[config.mk]
export PLATFORM = sky130hd
export DESIGN_NAME = module_led_ctrl
export DESIGN_NICKNAME = d
export VERILOG_FILES = /design/src/rtl/module_led_ctrl.sv
export SDC_FILE = /design/constraint.sdc
export NUM_CORES = 1
export LEC_CHECK = 0
export CORE_MARGIN = 5
export CORE_UTILIZATION = 54
export CTS_CLUSTER_SIZE = 10
export DETAILED_ROUTE_END_ITERATION = 8
export PLACE_DENSITY = 0.78
export REMOVE_ABC_BUFFERS = 1
export SLEW_MARGIN = 25
export SYNTH_ARGS = -nofsm -noshare
export SYNTH_HDL_FRONTEND = slang
export SYNTH_SLANG_ARGS = --single-unit
[constraint.sdc]
create_clock -name clk -period 2.6 [get_ports clk]
set_clock_uncertainty 0.2 [all_clocks]
set_input_delay 0.39 -clock clk [delete_from_list [all_inputs] [get_ports clk]]
set_output_delay 0.39 -clock clk [all_outputs]
set_load 0.01 [all_outputs]
[src/rtl/module_led_ctrl.sv]
`default_nettype none
// +----------------------------------------------------------------------------+
// | Module      : module_led_ctrl                                              |
// | Description : Round-robin sequencer that shares the 4-LED display between  |
// |               two requesters. Each granted value is held for HOLD_CYCLES   |
// |               clocks; IDLE_PATTERN is shown when nothing is granted.       |
// | Revision    : 1.0 - initial release                                        |
// +----------------------------------------------------------------------------+
module module_led_ctrl #(
  parameter int         HOLD_CYCLES  = 27_000_000,
  parameter logic [3:0] IDLE_PATTERN = 4'b0000
) (
  input  logic       clk,
  input  logic       rst_n,
  input  logic       req_a,
  input  logic [3:0] data_a,
  output logic       ack_a,
  input  logic       req_b,
  input  logic [3:0] data_b,
  output logic       ack_b,
  output logic [3:0] led_out,
  output logic       busy,
  output logic       owner
);

  localparam int CNT_W = $clog2(HOLD_CYCLES + 1);

  localparam logic [0:0] ST_IDLE = 1'b0;
  localparam logic [0:0] ST_SHOW = 1'b1;

  localparam logic [CNT_W-1:0] c_cnt_last = CNT_W'(HOLD_CYCLES - 1);
  localparam logic [CNT_W-1:0] c_cnt_one  = CNT_W'(1);

  // Requester identifiers, shared by owner and the round-robin pointer.
  localparam logic c_src_a = 1'b0;
  localparam logic c_src_b = 1'b1;

  logic [0:0]       r_state;
  logic [CNT_W-1:0] r_cnt;
  logic             r_last_grant;

  logic w_arb_event;
  logic w_grant_a;
  logic w_grant_b;

  // Arbitration happens whenever idle, or on the final cycle of a hold period;
  // on a tie the requester that was not granted last time wins.
  always_comb begin
    w_arb_event = (r_state == ST_IDLE) || (r_cnt == c_cnt_last);
    w_grant_a   = req_a && (!req_b || (r_last_grant == c_src_b));
    w_grant_b   = req_b && (!req_a || (r_last_grant == c_src_a));
  end

  // Display FSM: latch granted data, pulse the ack, and time the hold period.
  always_ff @(posedge clk) begin
    if (!rst_n) begin
      r_state      <= ST_IDLE;
      r_cnt        <= '0;
      r_last_grant <= c_src_b;
      led_out      <= IDLE_PATTERN;
      ack_a        <= 1'b0;
      ack_b        <= 1'b0;
      busy         <= 1'b0;
      owner        <= c_src_a;
    end else begin
      ack_a <= 1'b0;
      ack_b <= 1'b0;
      if (w_arb_event) begin
        if (w_grant_a) begin
          r_state      <= ST_SHOW;
          r_cnt        <= '0;
          r_last_grant <= c_src_a;
          led_out      <= data_a;
          ack_a        <= 1'b1;
          busy         <= 1'b1;
          owner        <= c_src_a;
        end else if (w_grant_b) begin
          r_state      <= ST_SHOW;
          r_cnt        <= '0;
          r_last_grant <= c_src_b;
          led_out      <= data_b;
          ack_b        <= 1'b1;
          busy         <= 1'b1;
          owner        <= c_src_b;
        end else begin
          // Nothing pending: fall back to the idle pattern. owner keeps its
          // last value since it is only meaningful while busy.
          r_state <= ST_IDLE;
          r_cnt   <= '0;
          led_out <= IDLE_PATTERN;
          busy    <= 1'b0;
        end
      end else begin
        // Mid-hold: only the counter moves; it cannot pass c_cnt_last because
        // reaching it always triggers arbitration, which reloads it.
        r_cnt <= r_cnt + c_cnt_one;
      end
    end
  end

endmodule
`default_nettype wire
Word-level counts from Yosys, hierarchy flattened
Index checks and enable logic that the tools add are counted.
{"block": "op_classes", "n_reduce_logical": 12, "n_addsub": 1, "n_bitwise": 4, "n_eq_ne": 1, "mux": 7}
{"operator": "25-bit by 1-bit adder with 25-bit output, second input constant", "count": 1}
{"operator": "25-bit equality test, second input constant", "count": 1}
{"operator": "4-bit 2-to-1 mux", "count": 2}
{"operator": "1-bit 2-to-1 mux", "count": 5}
{"operator": "1-bit inverter", "count": 4}
{"operator": "2-bit AND reduction", "count": 2}
{"operator": "1-bit logical OR", "count": 3}
{"operator": "3-bit OR reduction", "count": 1}
{"operator": "1-bit logical AND", "count": 2}
{"operator": "1-bit zero test", "count": 2}
{"operator": "2-bit nonzero test", "count": 1}
{"operator": "2-bit OR reduction", "count": 1}
{"block": "word_totals", "word_cells": 32, "reg_bits": 34, "out_inout_bits": 8}

Logic depth before layout (Yosys ltp)
Gate-level depths: netlist (run 1).
{"block": "depth", "word_depth": 5, "mapped_depth": 6, "mapped_depth_nobuf": 5}

Worst setup path before layout (run 1)
Ideal clock, no wire load.
{"block": "synth_timing", "path_type": "flip-flop to flip-flop", "from": "register r_cnt[0]", "to": "register r_state", "arrival_ns": 1.807, "path_stages_with_launch": 7, "path_slack_ns": 0.473, "setup_ns": 0.120, "required_time_ns": 2.280, "path_cell_list": "dfxtp_1 ha_1 nand2_1 or4_1 o21a_1 buf_6 o31a_1"}
{"block": "synth_via", "elab_chain_len": 2}
{"element": "start, declared", "line": "39", "rtl": "logic [CNT_W-1:0] r_cnt;"}
{"element": "start signal, assigned", "line": "96", "rtl": "r_cnt <= r_cnt + c_cnt_one;"}
{"element": "25-bit equality test", "line": "49", "rtl": "w_arb_event = (r_state == ST_IDLE) || (r_cnt == c_cnt_last);"}
{"element": "1-bit logical OR", "line": "49"}
{"element": "end signal, assigned", "line": "57", "rtl": "r_state <= ST_IDLE;"}
{"element": "end signal, assigned", "line": "70", "rtl": "r_state <= ST_SHOW;"}
{"element": "end signal, assigned", "line": "78", "rtl": "r_state <= ST_SHOW;"}
{"element": "end, declared", "line": "38", "rtl": "logic [0:0] r_state;"}
No other way between the ends.
A chain may end at the register's enable or synchronous reset.

Worst setup path after layout (run 1)
{"block": "layout_timing", "from": "register r_cnt[0]", "to": "register r_last_grant"}
{"block": "layout_via", "elab_chain_len": 3}
{"element": "25-bit equality test", "line": "49"}
{"element": "1-bit logical OR", "line": "49"}
{"element": "2-bit AND reduction (no line)"}
{"element": "end signal, assigned", "line": "59", "rtl": "r_last_grant <= c_src_b;"}
{"element": "end signal, assigned", "line": "72", "rtl": "r_last_grant <= c_src_a;"}
{"element": "end signal, assigned", "line": "80", "rtl": "r_last_grant <= c_src_b;"}
{"element": "end, declared", "line": "40", "rtl": "logic r_last_grant;"}
No other way between the ends.

==> results of run 1 <==
## worst register-to-register path, cell delays in order (launching register included)
cell and delay (ps):
dfxtp_1 380, ha_1 260, nand2_1 110, or4_1 620, o21a_1 360, o311ai_0 300
## power by group
| part | leakage, nW | switching, mW | internal, mW |
|---|---|---|---|
| clock | 0.0353 | 0.176 | 0.131 |
| sequential | 0.276 | 0.00674 | 0.531 |
| combinational | 0.250 | 0.0353 | 0.0435 |
| total | 0.561 | 0.218 | 0.706 |
## final cells by class
cell class | count | share of cell area, %
clock buffers | 7 | 2.97
clock inverters | 1 | 0.270
inverters | 5 | 1.01
multi-input cells | 134 | 46.3
flip-flops and latches | 34 | 36.7
well taps | 31 | 2.09
repair buffers | 20 | 10.7
## cells in the mapped netlist
library cell,count
o21a_1,1
buf_6,2
xnor2_1,11
ha_1,1
a21boi_0,1
inv_1,5
nand2_1,18
mux2i_1,4
or4_4,2
or2_2,1
and4b_1,1
nand3_2,1
o211ai_1,1
buf_2,2
o31a_1,1
nor3b_1,1
nand4_1,5
o311ai_0,1
o21ai_0,3
a21oi_1,9
a32o_1,4
o211ai_2,1
or4_1,8
clkbuf_1,2
or3_1,2
nor4_1,4
xor2_1,3
nand3_1,11
nand2b_1,2
o22ai_1,1
dfxtp_1,34
and3_1,1
nand4_2,1
and4_1,3
nor3_1,4
nor4bb_1,2
nor2_1,18
o31ai_1,7
## worst paths after layout
kind                  from      endpoint  slack (ps)
setup / recovery  r_cnt[0]  r_last_grant         280
hold / removal       owner         owner         260
setup reg to reg  r_cnt[0]  r_last_grant         280
hold reg to reg      owner         owner         260
## cells by family after synthesis
group,synth area share [%]
fa+ha+maj,0.782
simple gates,29.6
flops,42.6
buf+inv,3.68
xor+xnor,7.67
compound gates,13.2
mux,2.50
## flip-flops by register name, indices dropped and copies added (netlist names)
signal / flops
led_out: 4
ack_a: 1
ack_b: 1
owner: 1
r_cnt: 25
r_state: 1
r_last_grant: 1
## stage by stage
step / std cells / total power [mW] / hold WS (ps) / area, um2
floorplan: 173 / 0.582 / 226 / 1560
detailed placement: 224 / 0.629 / 252 / 1800
finish: 232 / 0.924 / 263 / 1860
global placement: 224 / 0.625 / 240 / 1800
CTS: 232 / 0.932 / 269 / 1860
global route: 232 / 0.973 / 292 / 1860
## per-layer routing
metal	track usage, %	wire [um]
met3	7.94	203
met4	7.39	61
met1	20.2	1510
met5	0	0
met2	28.1	1540
==> reports/metrics.csv, run 1 <==
metric,value,unit
grt_pass1_wl,5770,um
hold_class,flop to flop,
drt-wirelength-per-cell,14.3,um
finalHoldViolations,0,
max_stage_delay,620,ps
cts_resized,0,
ys_seq_area_share,42.6,%
critPathTopFamily,simple AND/OR/NAND/NOR gates,
numCtsBuffers,5,
dpl.hpwl,2400,um
crit_path_end_kind,flop,
drc,0,
grt_max_degree,26,
routabilityCongestion,0.799,
synthTopCellsByArea,"dfxtp_1 43%, xnor2_1 6.0%, nand2_1 4.2%",
cts_tree,done,
drt_wl_total,3320,um
finalSetupViolCount,0,
yosysWarnings,0,
ys_seq_elements,34,
detail-route-antenna-nets,0,
crit_required,2650,ps
avgSynthCellArea,8.93,um2
gr-total-overflow,0,
clock_latency,340,ps
tns,0,ps
die_width,64.4,um
io_pins,20,
cts_setup_buffers,0,
n_antenna_cell,0,
clk_pin_slew,100,ps
path_max_fanout,9,
holdPathStages,2,
io_buffer_count,19,
dr.pass1.iters,5,
coreArea,2810,um2
crit_slowest_cell,or4_1,
dieArea,4150,um2
cts_num_sinks,34,
post_synth_num_cell_types,38,
fin_nets,213,
worst_slack,280,ps
cts-hold-fix-buffers,0,
antenna_found_initial,0,
syn2layout_area_growth,16.0,%
netlist_instances,179,
clockRootBuffer,clkbuf_4,
power_density,498,nW/um2
nFillCells,243,
finalMaxSlewViolations,0,
vias,1382,
grt_usage,17.5,%
clockBufferDepth,2,
pre_cts_slack,300,ps
cts_max_level,2,
drive_gt1_share,6.97,%
status,"finished, final reports clean",
viasPerCell,5.96,
num_rows,19,
drv_cap,0,
crit_cells,5,
fin_util,66.1,%
yosys.area.top_type_share,42.6,%
final_common_cell,dfxtp_1,
fmax,0.431,GHz
yosysTopAreaCell,dfxtp_1,
slew_headroom,60.3,%
cp_num_buf_inv,0,
synth_area,1600,um2
crit_chain,"ha_1, nand2_1, or4_1, o21a_1, o311ai_0",
most-common-layout-cells,"34 x dfxtp_1, 19 x clkdlybuf4s50_1, 18 x nand2_1, 18 x nor2_1",
drt_iter0_drc,71,
rsz0062_at_grt,no,
vdd_drop_max,0.400,mV
post-route-period-util,89.2,%
start_util,57.0,%
p_leak,0.561,nW
period_needed,2320,ps
multi_input_area,860,um2
dieHeight,64.4,um
worst_slew_pin_slew,590,ps
critical_path_class,flop to flop,
seqCellArea,681,um2
worstPathArrival,2370,ps
r2r_cells,5,
crit_path_start_kind,flop,
grt_pass1_vias,1311,
No activity file was read; power rests on OpenSTA's default activity.
==> inputs of run 2 (changes only) <==
--- a/config.mk
+++ b/config.mk
@@ -5,6 +5,7 @@
 export SDC_FILE = /design/constraint.sdc
 export NUM_CORES = 1
 export LEC_CHECK = 0
+export CAP_MARGIN = 25
 export CORE_MARGIN = 5
 export CORE_UTILIZATION = 54
 export CTS_CLUSTER_SIZE = 10
==> results of run 2 <==
Same layout as run 1: the final DEF is identical, and so are final timing and power.
